==> config.mk <==
export PLATFORM = sky130hd
export DESIGN_NAME = req_arbiter
export DESIGN_NICKNAME = d
export VERILOG_FILES = /design/src/rtl/req_arb_pkg.sv /design/src/rtl/rr_pick.sv /design/src/rtl/req_arbiter.sv
export SDC_FILE = /design/constraint.sdc
export NUM_CORES = 1
export LEC_CHECK = 0
export BUFFER_PORTS_ARGS = -buffer_cell sky130_fd_sc_hd__buf_2
export CORE_MARGIN = 4
export CORE_UTILIZATION = 30
export CTS_CLUSTER_SIZE = 28
export DETAILED_ROUTE_END_ITERATION = 7
export GPL_TIMING_DRIVEN = 0
export PLACE_DENSITY = 0.52
export SLEW_MARGIN = 5
export SYNTH_ARGS = -nofsm -noshare
export SYNTH_HDL_FRONTEND = slang
export SYNTH_HIERARCHICAL = 1
export SYNTH_SLANG_ARGS = --single-unit
==> constraint.sdc <==
create_clock -name clk -period 2.52 [get_ports clk]
set_clock_uncertainty 0.1 [all_clocks]
set_input_delay 0.252 -clock clk [delete_from_list [all_inputs] [get_ports clk]]
set_output_delay 0.252 -clock clk [all_outputs]
set_load 0.03 [all_outputs]
==> src/rtl/req_arb_pkg.sv <==
// rtl/req_arb_pkg.sv - shared types and constants for the three-way request arbiter
package req_arb_pkg;

   typedef enum logic [1:0] {
      IDLE    = 2'd0,
      GRANT   = 2'd1,
      RELEASE = 2'd2
   } arb_state_t;

   // Grant codes match the downstream datapath select encoding.
   localparam logic [1:0] GNT_NONE = 2'd0;
   localparam logic [1:0] GNT_A    = 2'd1;
   localparam logic [1:0] GNT_B    = 2'd2;
   localparam logic [1:0] GNT_C    = 2'd3;

   localparam int REQ_A = 0;
   localparam int REQ_B = 1;
   localparam int REQ_C = 2;

   function automatic logic [2:0] code_to_onehot(input logic [1:0] code);
      logic [2:0] oh;
      oh = 3'b000;
      case (code)
         GNT_A:   oh[REQ_A] = 1'b1;
         GNT_B:   oh[REQ_B] = 1'b1;
         GNT_C:   oh[REQ_C] = 1'b1;
         default: oh = 3'b000;
      endcase
      return oh;
   endfunction

endpackage

==> src/rtl/rr_pick.sv <==
// rtl/rr_pick.sv - combinational winner selection, round-robin after ptr or fixed A>B>C
module rr_pick
   import req_arb_pkg::*;
(
   input  logic [2:0] req,
   input  logic [1:0] ptr,
   input  logic       rr_en,
   output logic [2:0] win,
   output logic [1:0] win_code
);

   logic [1:0] start;

   // start selects the search order: 0 = A,B,C  1 = B,C,A  2 = C,A,B
   always_comb begin
      start = 2'd0;
      if (rr_en && ptr == GNT_A)
         start = 2'd1;
      else if (rr_en && ptr == GNT_B)
         start = 2'd2;
   end

   always_comb begin
      win_code = GNT_NONE;
      case (start)
         2'd1: begin
            if (req[REQ_B])      win_code = GNT_B;
            else if (req[REQ_C]) win_code = GNT_C;
            else if (req[REQ_A]) win_code = GNT_A;
         end
         2'd2: begin
            if (req[REQ_C])      win_code = GNT_C;
            else if (req[REQ_A]) win_code = GNT_A;
            else if (req[REQ_B]) win_code = GNT_B;
         end
         default: begin
            if (req[REQ_A])      win_code = GNT_A;
            else if (req[REQ_B]) win_code = GNT_B;
            else if (req[REQ_C]) win_code = GNT_C;
         end
      endcase
      win = code_to_onehot(win_code);
   end

endmodule

==> src/rtl/req_arbiter.sv <==
// rtl/req_arbiter.sv - fair, time-bounded arbiter for three requesters sharing one register slot
module req_arbiter
   import req_arb_pkg::*;
#(
   parameter int DATA_W   = 8,
   parameter int RR_EN    = 1,
   parameter int HOLD_MAX = 15,
   parameter int CNT_W    = 4
) (
   input  logic              clk,
   input  logic              rst_n,
   input  logic [2:0]        req,
   input  logic [2:0]        done,
   input  logic [DATA_W-1:0] a_data,
   input  logic [DATA_W-1:0] b_data,
   input  logic [DATA_W-1:0] c_data,
   output logic [2:0]        gnt,
   output logic [1:0]        gnt_code,
   output logic [DATA_W-1:0] data_out,
   output logic              data_valid,
   output logic              timeout
);

   arb_state_t        state;
   logic [1:0]        ptr;
   logic [CNT_W-1:0]  hold_cnt;
   logic [2:0]        pick_win;
   logic [1:0]        pick_code;
   logic              owner_req;
   logic              owner_done;
   logic              at_limit;
   logic [DATA_W-1:0] owner_data;

   rr_pick u_pick (
      .req      (req),
      .ptr      (ptr),
      .rr_en    (RR_EN != 0),
      .win      (pick_win),
      .win_code (pick_code)
   );

   // gnt is the registered one-hot owner, so masking with it ignores non-owners.
   assign owner_req  = |(req & gnt);
   assign owner_done = |(done & gnt);
   assign at_limit   = (hold_cnt == CNT_W'(HOLD_MAX));

   always_comb begin
      owner_data = '0;
      case (gnt_code)
         GNT_A:   owner_data = a_data;
         GNT_B:   owner_data = b_data;
         GNT_C:   owner_data = c_data;
         default: owner_data = '0;
      endcase
   end

   always_ff @(posedge clk or negedge rst_n) begin
      if (!rst_n) begin
         state      <= IDLE;
         gnt        <= 3'b000;
         gnt_code   <= GNT_NONE;
         data_out   <= '0;
         data_valid <= 1'b0;
         timeout    <= 1'b0;
         hold_cnt   <= '0;
         ptr        <= GNT_C;
      end else begin
         timeout <= 1'b0;
         case (state)
            IDLE: begin
               if (|req) begin
                  state    <= GRANT;
                  gnt      <= pick_win;
                  gnt_code <= pick_code;
                  hold_cnt <= CNT_W'(1);
               end
            end
            GRANT: begin
               if (!owner_req || owner_done || at_limit) begin
                  state      <= RELEASE;
                  gnt        <= 3'b000;
                  gnt_code   <= GNT_NONE;
                  data_valid <= 1'b0;
                  ptr        <= gnt_code;
                  // Only a release forced purely by the hold limit counts as a timeout.
                  timeout    <= at_limit && owner_req && !owner_done;
               end else begin
                  hold_cnt   <= hold_cnt + CNT_W'(1);
                  data_out   <= owner_data;
                  data_valid <= 1'b1;
               end
            end
            RELEASE: begin
               state    <= IDLE;
               hold_cnt <= '0;
            end
            default: state <= IDLE;
         endcase
      end
   end

   a_gnt_onehot: assert property (@(posedge clk) disable iff (!rst_n)
      $onehot0(gnt) && (gnt == code_to_onehot(gnt_code)));

endmodule
* Word level (Yosys, flattened, before mapping)
Index checks and enable logic that the tools add are counted.
Operators by class: add/subtract/negate cells 1, equal/unequal tests 16, reductions and logical operators 17, multiplexer cells 31, bitwise operators 3
Operator list (count):
- $mux 2 | 14
- $pmux 8 s3 | 1
- $eq 2x2->1 const B | 7
- $pmux 2 s2 | 3
- $pmux 4 s3 | 1
- $eq 2x1->1 const B | 5
- $reduce_or 3->1 | 3
- $mux 4 | 2
- $mux 1 | 7
- $and 3x3->3 | 2
- $mux 3 | 2
- $ne 2x2->1 const B | 3
- $pmux 3 s2 | 1
- $reduce_and 2->1 | 3
- $reduce_and 3->1 | 2
- $add 4x1->4 const B | 1
- $eq 4x4->1 const B | 1
- $reduce_bool 3->1 | 1
- $logic_and 1x1->1 | 2
- $logic_not 1->1 | 2
- $logic_not 2->1 | 1
- $logic_or 1x1->1 | 2
- $reduce_bool 2->1 | 1
- $not 1->1 | 1
Word-level totals: word-level logic and storage cells 76, bits of input ports 32, register bits after elaboration 23, output and inout bits 15

* Longest topological paths before layout
depth after elaboration 9, depth in mapped cells 8, mapped depth without buffers 6

* Modules after synthesis
The synthesis kept the hierarchy.
Modules (own cells, without submodules):
- req_arbiter | sequential area each 578.1 um^2, cells each 129, area an instance 1345.0 um^2, times used 1
- rr_pick | sequential area each 0.0 um^2, cells each 19, area an instance 115.1 um^2, times used 1

* Worst setup path before layout
OpenSTA, ideal clock, no wires.
path type reg-to-reg, start point register state[0], end point register state[0], cell stages (with the launch flop) 7, required time 2.295 ns, period minus slack after synthesis 2.054 ns, slack 0.466 ns, library setup time 0.125 ns, path buffers 1, arrival time 1.829 ns, cell sequence dfrtp_1 > inv_1 > ha_1 > or4b_2 > buf_2 > o21ai_2 > mux2_2
Between the ends: longest elaborated chain between the ends 3, elaborated cells on any way between the ends 6, classes of those cells 3 x eq/ne; 1 x mux; 2 x reduce/logical
Ends and longest elaborated chain:
- start, declared | RTL line req_arbiter.sv:24 | arb_state_t state;
- start signal, assigned | RTL line req_arbiter.sv:59 | state <= IDLE;
- start signal, assigned | RTL line req_arbiter.sv:72 | state <= GRANT;
- start signal, assigned | RTL line req_arbiter.sv:80 | state <= RELEASE;
- $eq 2x1->1 / $logic_not 2->1 (equally long branches) | RTL line req_arbiter.sv:69 | case (state)
- $ne 2x2->1 (no line)
- $reduce_and 2->1 (no line)
Several ways; a longest one is shown, not always the timed one. A chain may end at the register's enable or synchronous reset.

* Final worst setup path
Same ends and word-level chain as after synthesis.

==> flow_summary.ini <==
[timing]
fin_crit_sh_pct = 87.90
post-route-min-period_ns = 2.215
setup_viol = 0
setup_tns_ns = 0
rsz0062_at_grt = false
final_max_slew_viol_count = 0
tightest_slew_ns = 0.7178
hold-worst-slack_ns = 0.1788
maxSlewHeadroom_pct = 52.15
fmax_mhz = 451.4
final_hold_viol_count = 0

[worst_setup_path]
r2r_cells = 6
r2r-end = state[0]
cp.required_ns = 2.58
slowest_delay_ns = 0.58
timing.rr.start = state[0]
reg2reg_slack_ns = 0.30
critPathArrivalTime_ns = 2.28
startpoint = state[0]
end_kind = flip-flop
cp_max_fo = 7
crit_chain = inv_1, ha_1, or4b_2, buf_2, o21ai_2, mux2_2
worst_path_max_delay_cell = or4b_2
critPathLaunchType = flip-flop
critPathKind = flip-flop to flip-flop
cp-endpoint = state[0]

[floorplan]
fp.dieW_um = 77.77
row_count = 25
die_area_mm2 = 0.006047
ios = 47
initial_core_util_pct = 30.91
core_mm2 = 0.004723
die_h_um = 77.77

[drt]
post_drt_wl_per_cell_um = 13.47
vias = 1304
drc = 0
vias_per_cell = 4.812
dr.pass1.iters = 4
drt_wl_total_um = 3650
ant_nets = 0
drt_iter0_drc = 54

[synth]
synth_seq_area_share_pct = 39.59
synth_ff_type = dfrtp_1
yosys_warnings = 6
synthCells = 148
syn_area_mm2 = 0.001460
synth_seq_cells = 23
synth_edf_count = 0
async_flop_share_pct = 100.0
synth.avg_cell_area_um2 = 9.866
yosys.cell_types.count = 42

[grt]
grt_util_met3_pct = 1.856
grt_max_degree = 24
grtUsageTotal_pct = 12.20
grt_pass1_vias = 1203
gr-usage-met2_pct = 18.75
use_met1_pct = 17.06
antenna_found_initial = 0
busiest_layer = met2
grt_pass1_wl_um = 5947
grt_overflow = 0

[power_and_ir_drop]
p_seq_share_pct = 31.3
vdd_drop_max_uv = 440.3
switching_share_pct = 46.30
p_per_area_mw_per_mm2 = 1105
power.share.clock_pct = 11.7
p_int_mw = 1.097
p_leak_nw = 0.8551
p_sw_uw = 945.8
power_frac_comb_pct = 57.0

[placement]
dpl_cell_area_mm2 = 0.001793
dp.final_hpwl_um = 2752
io_buffers = 46
routabilityCongestion = 0.7823

[finish]
final_nets = 242
drive_gt1_share_pct = 34.80
seq_area_um2 = 578.1
fillers = 478
final_util_pct = 39.15
syn_to_final_growth_pct = 26.65
diodes = 0
multi_input_area_um2 = 853.3
final_cell_mix = buf_2 (48), dfrtp_1 (21), nor2_1 (13), a21oi_1 (12), mux2_2 (9)
layout_commonest_cell = buf_2
finalInstanceArea_mm2 = 0.001849

[clock_tree]
root_buffer = clkbuf_8
cts.clk_slew.worst_paths_ns = 0.09
postCtsSetupRepairBufs = 0
cts_max_level = 1
cts_inserted_buffers = 3
clock_sinks = 23
cts_tree = yes
clk_latency_ns = 0.27
cts_buffer_depth = 2

[hold_path]
hp-class = primary input to flip-flop
holdCritStartpoint = a_data[6]

[flow_run]
maxCapViolCount = 0

[outcome]
status = complete, no violations
-- logic make-up (layout without fill, tap and decap cells) --
group / after synthesis / after routing / share of synthesized area, %
buf+inv: 11 / 62 / 3.256
other cells: 1 / 6 / 0.2568
simple gates: 50 / 50 / 21.08
compound gates: 45 / 45 / 21.25
flops: 23 / 23 / 39.59
fa+ha+maj: 5 / 5 / 4.284
mux: 12 / 12 / 9.683
xor+xnor: 1 / 1 / 0.5999
-- registers in the layout, summed over array words and instances, names as in the netlist --
name	flops
data_out	8
data_valid	1
gnt	3
gnt_code	2
hold_cnt	4
ptr	2
state	2
timeout	1
-- Yosys cell counts (2+ instances only) --
library cell | number | area share [%]
inv_1 | 3 | 0.77
clkbuf_1 | 4 | 1.0
nand2b_1 | 2 | 0.86
a21oi_1 | 12 | 4.1
a31oi_1 | 7 | 3.0
nand3_1 | 4 | 1.4
dfrtp_1 | 21 | 36
nor2b_1 | 7 | 3.0
a222oi_1 | 2 | 1.4
a21o_1 | 3 | 1.5
a22oi_1 | 8 | 4.1
dfstp_2 | 2 | 3.6
nor2_1 | 13 | 3.3
nand2_1 | 8 | 2.1
ha_1 | 5 | 4.3
nand3b_1 | 4 | 2.1
nand4b_1 | 2 | 1.2
mux2_2 | 9 | 6.9
and3_1 | 2 | 0.86
buf_2 | 2 | 0.69
mux2_4 | 2 | 2.1
a21boi_1 | 2 | 1.0
o2bb2ai_1 | 5 | 3.0
-- per-layer routing --
layer | up-vias | part of all wire, %
met2 | 24 | 46
met4 | 0 | 1.6
li1 | 659 | -
met1 | 616 | 49
met3 | 5 | 3.4
met5 | - | 0
-- power groups by stage --
stage	clock [mW]	combinational, mW	sequential [mW]
after floorplan	0	0.673	0.835
after detailed placement	0	1.18	0.648
after global placement	0	1.17	0.647
after global routing	0.265	1.28	0.664
after CTS	0.249	1.18	0.641
final	0.239	1.16	0.639
-- through the flow --
step	setup WS (ns)	total power, mW	instances
4_1_cts	0.2942	2.071	271
3_5_place_dp	0.3175	1.824	266
2_1_floorplan	0.4660	1.508	153
5_1_grt	0.2029	2.207	271
6_report	0.3049	2.043	271
3_3_place_gp	0.3291	1.818	266
-- cell type report --
class | count | share of cell area (%)
clock buffer | 3 | 2.233
buffer | 8 | 1.962
tap | 67 | 4.533
inverter | 3 | 0.6089
timing repair buffer | 47 | 12.99
multi-input combinational | 119 | 46.14
sequential | 23 | 31.26
clock inverter | 1 | 0.2706
-- how the worst min path moves through the flow --
stage,end,depth (start not counted)
final,data_out[6],3
after global routing,data_out[6],3
after CTS,data_out[6],3
after detailed placement,data_out[6],1
after global placement,data_out[6],1
after floorplan,data_out[0],0
-- critical path, delay by kind of cell (launching register included) --
kind,cells,cell delay (ns)
AOI/OAI and AO/OA,1,0.15
adders and majority gates,1,0.20
buffers and inverters,2,0.29
DFF,1,0.42
muxes,1,0.37
and+or+nand+nor,1,0.58
-- what timing repair did --
action | CTS | global route
gates resized for setup | 0 | 0
endpoints found under the hold margin | 21 | 0
hold buffers | 1 | 0
(Power assumes the default switching activity.)
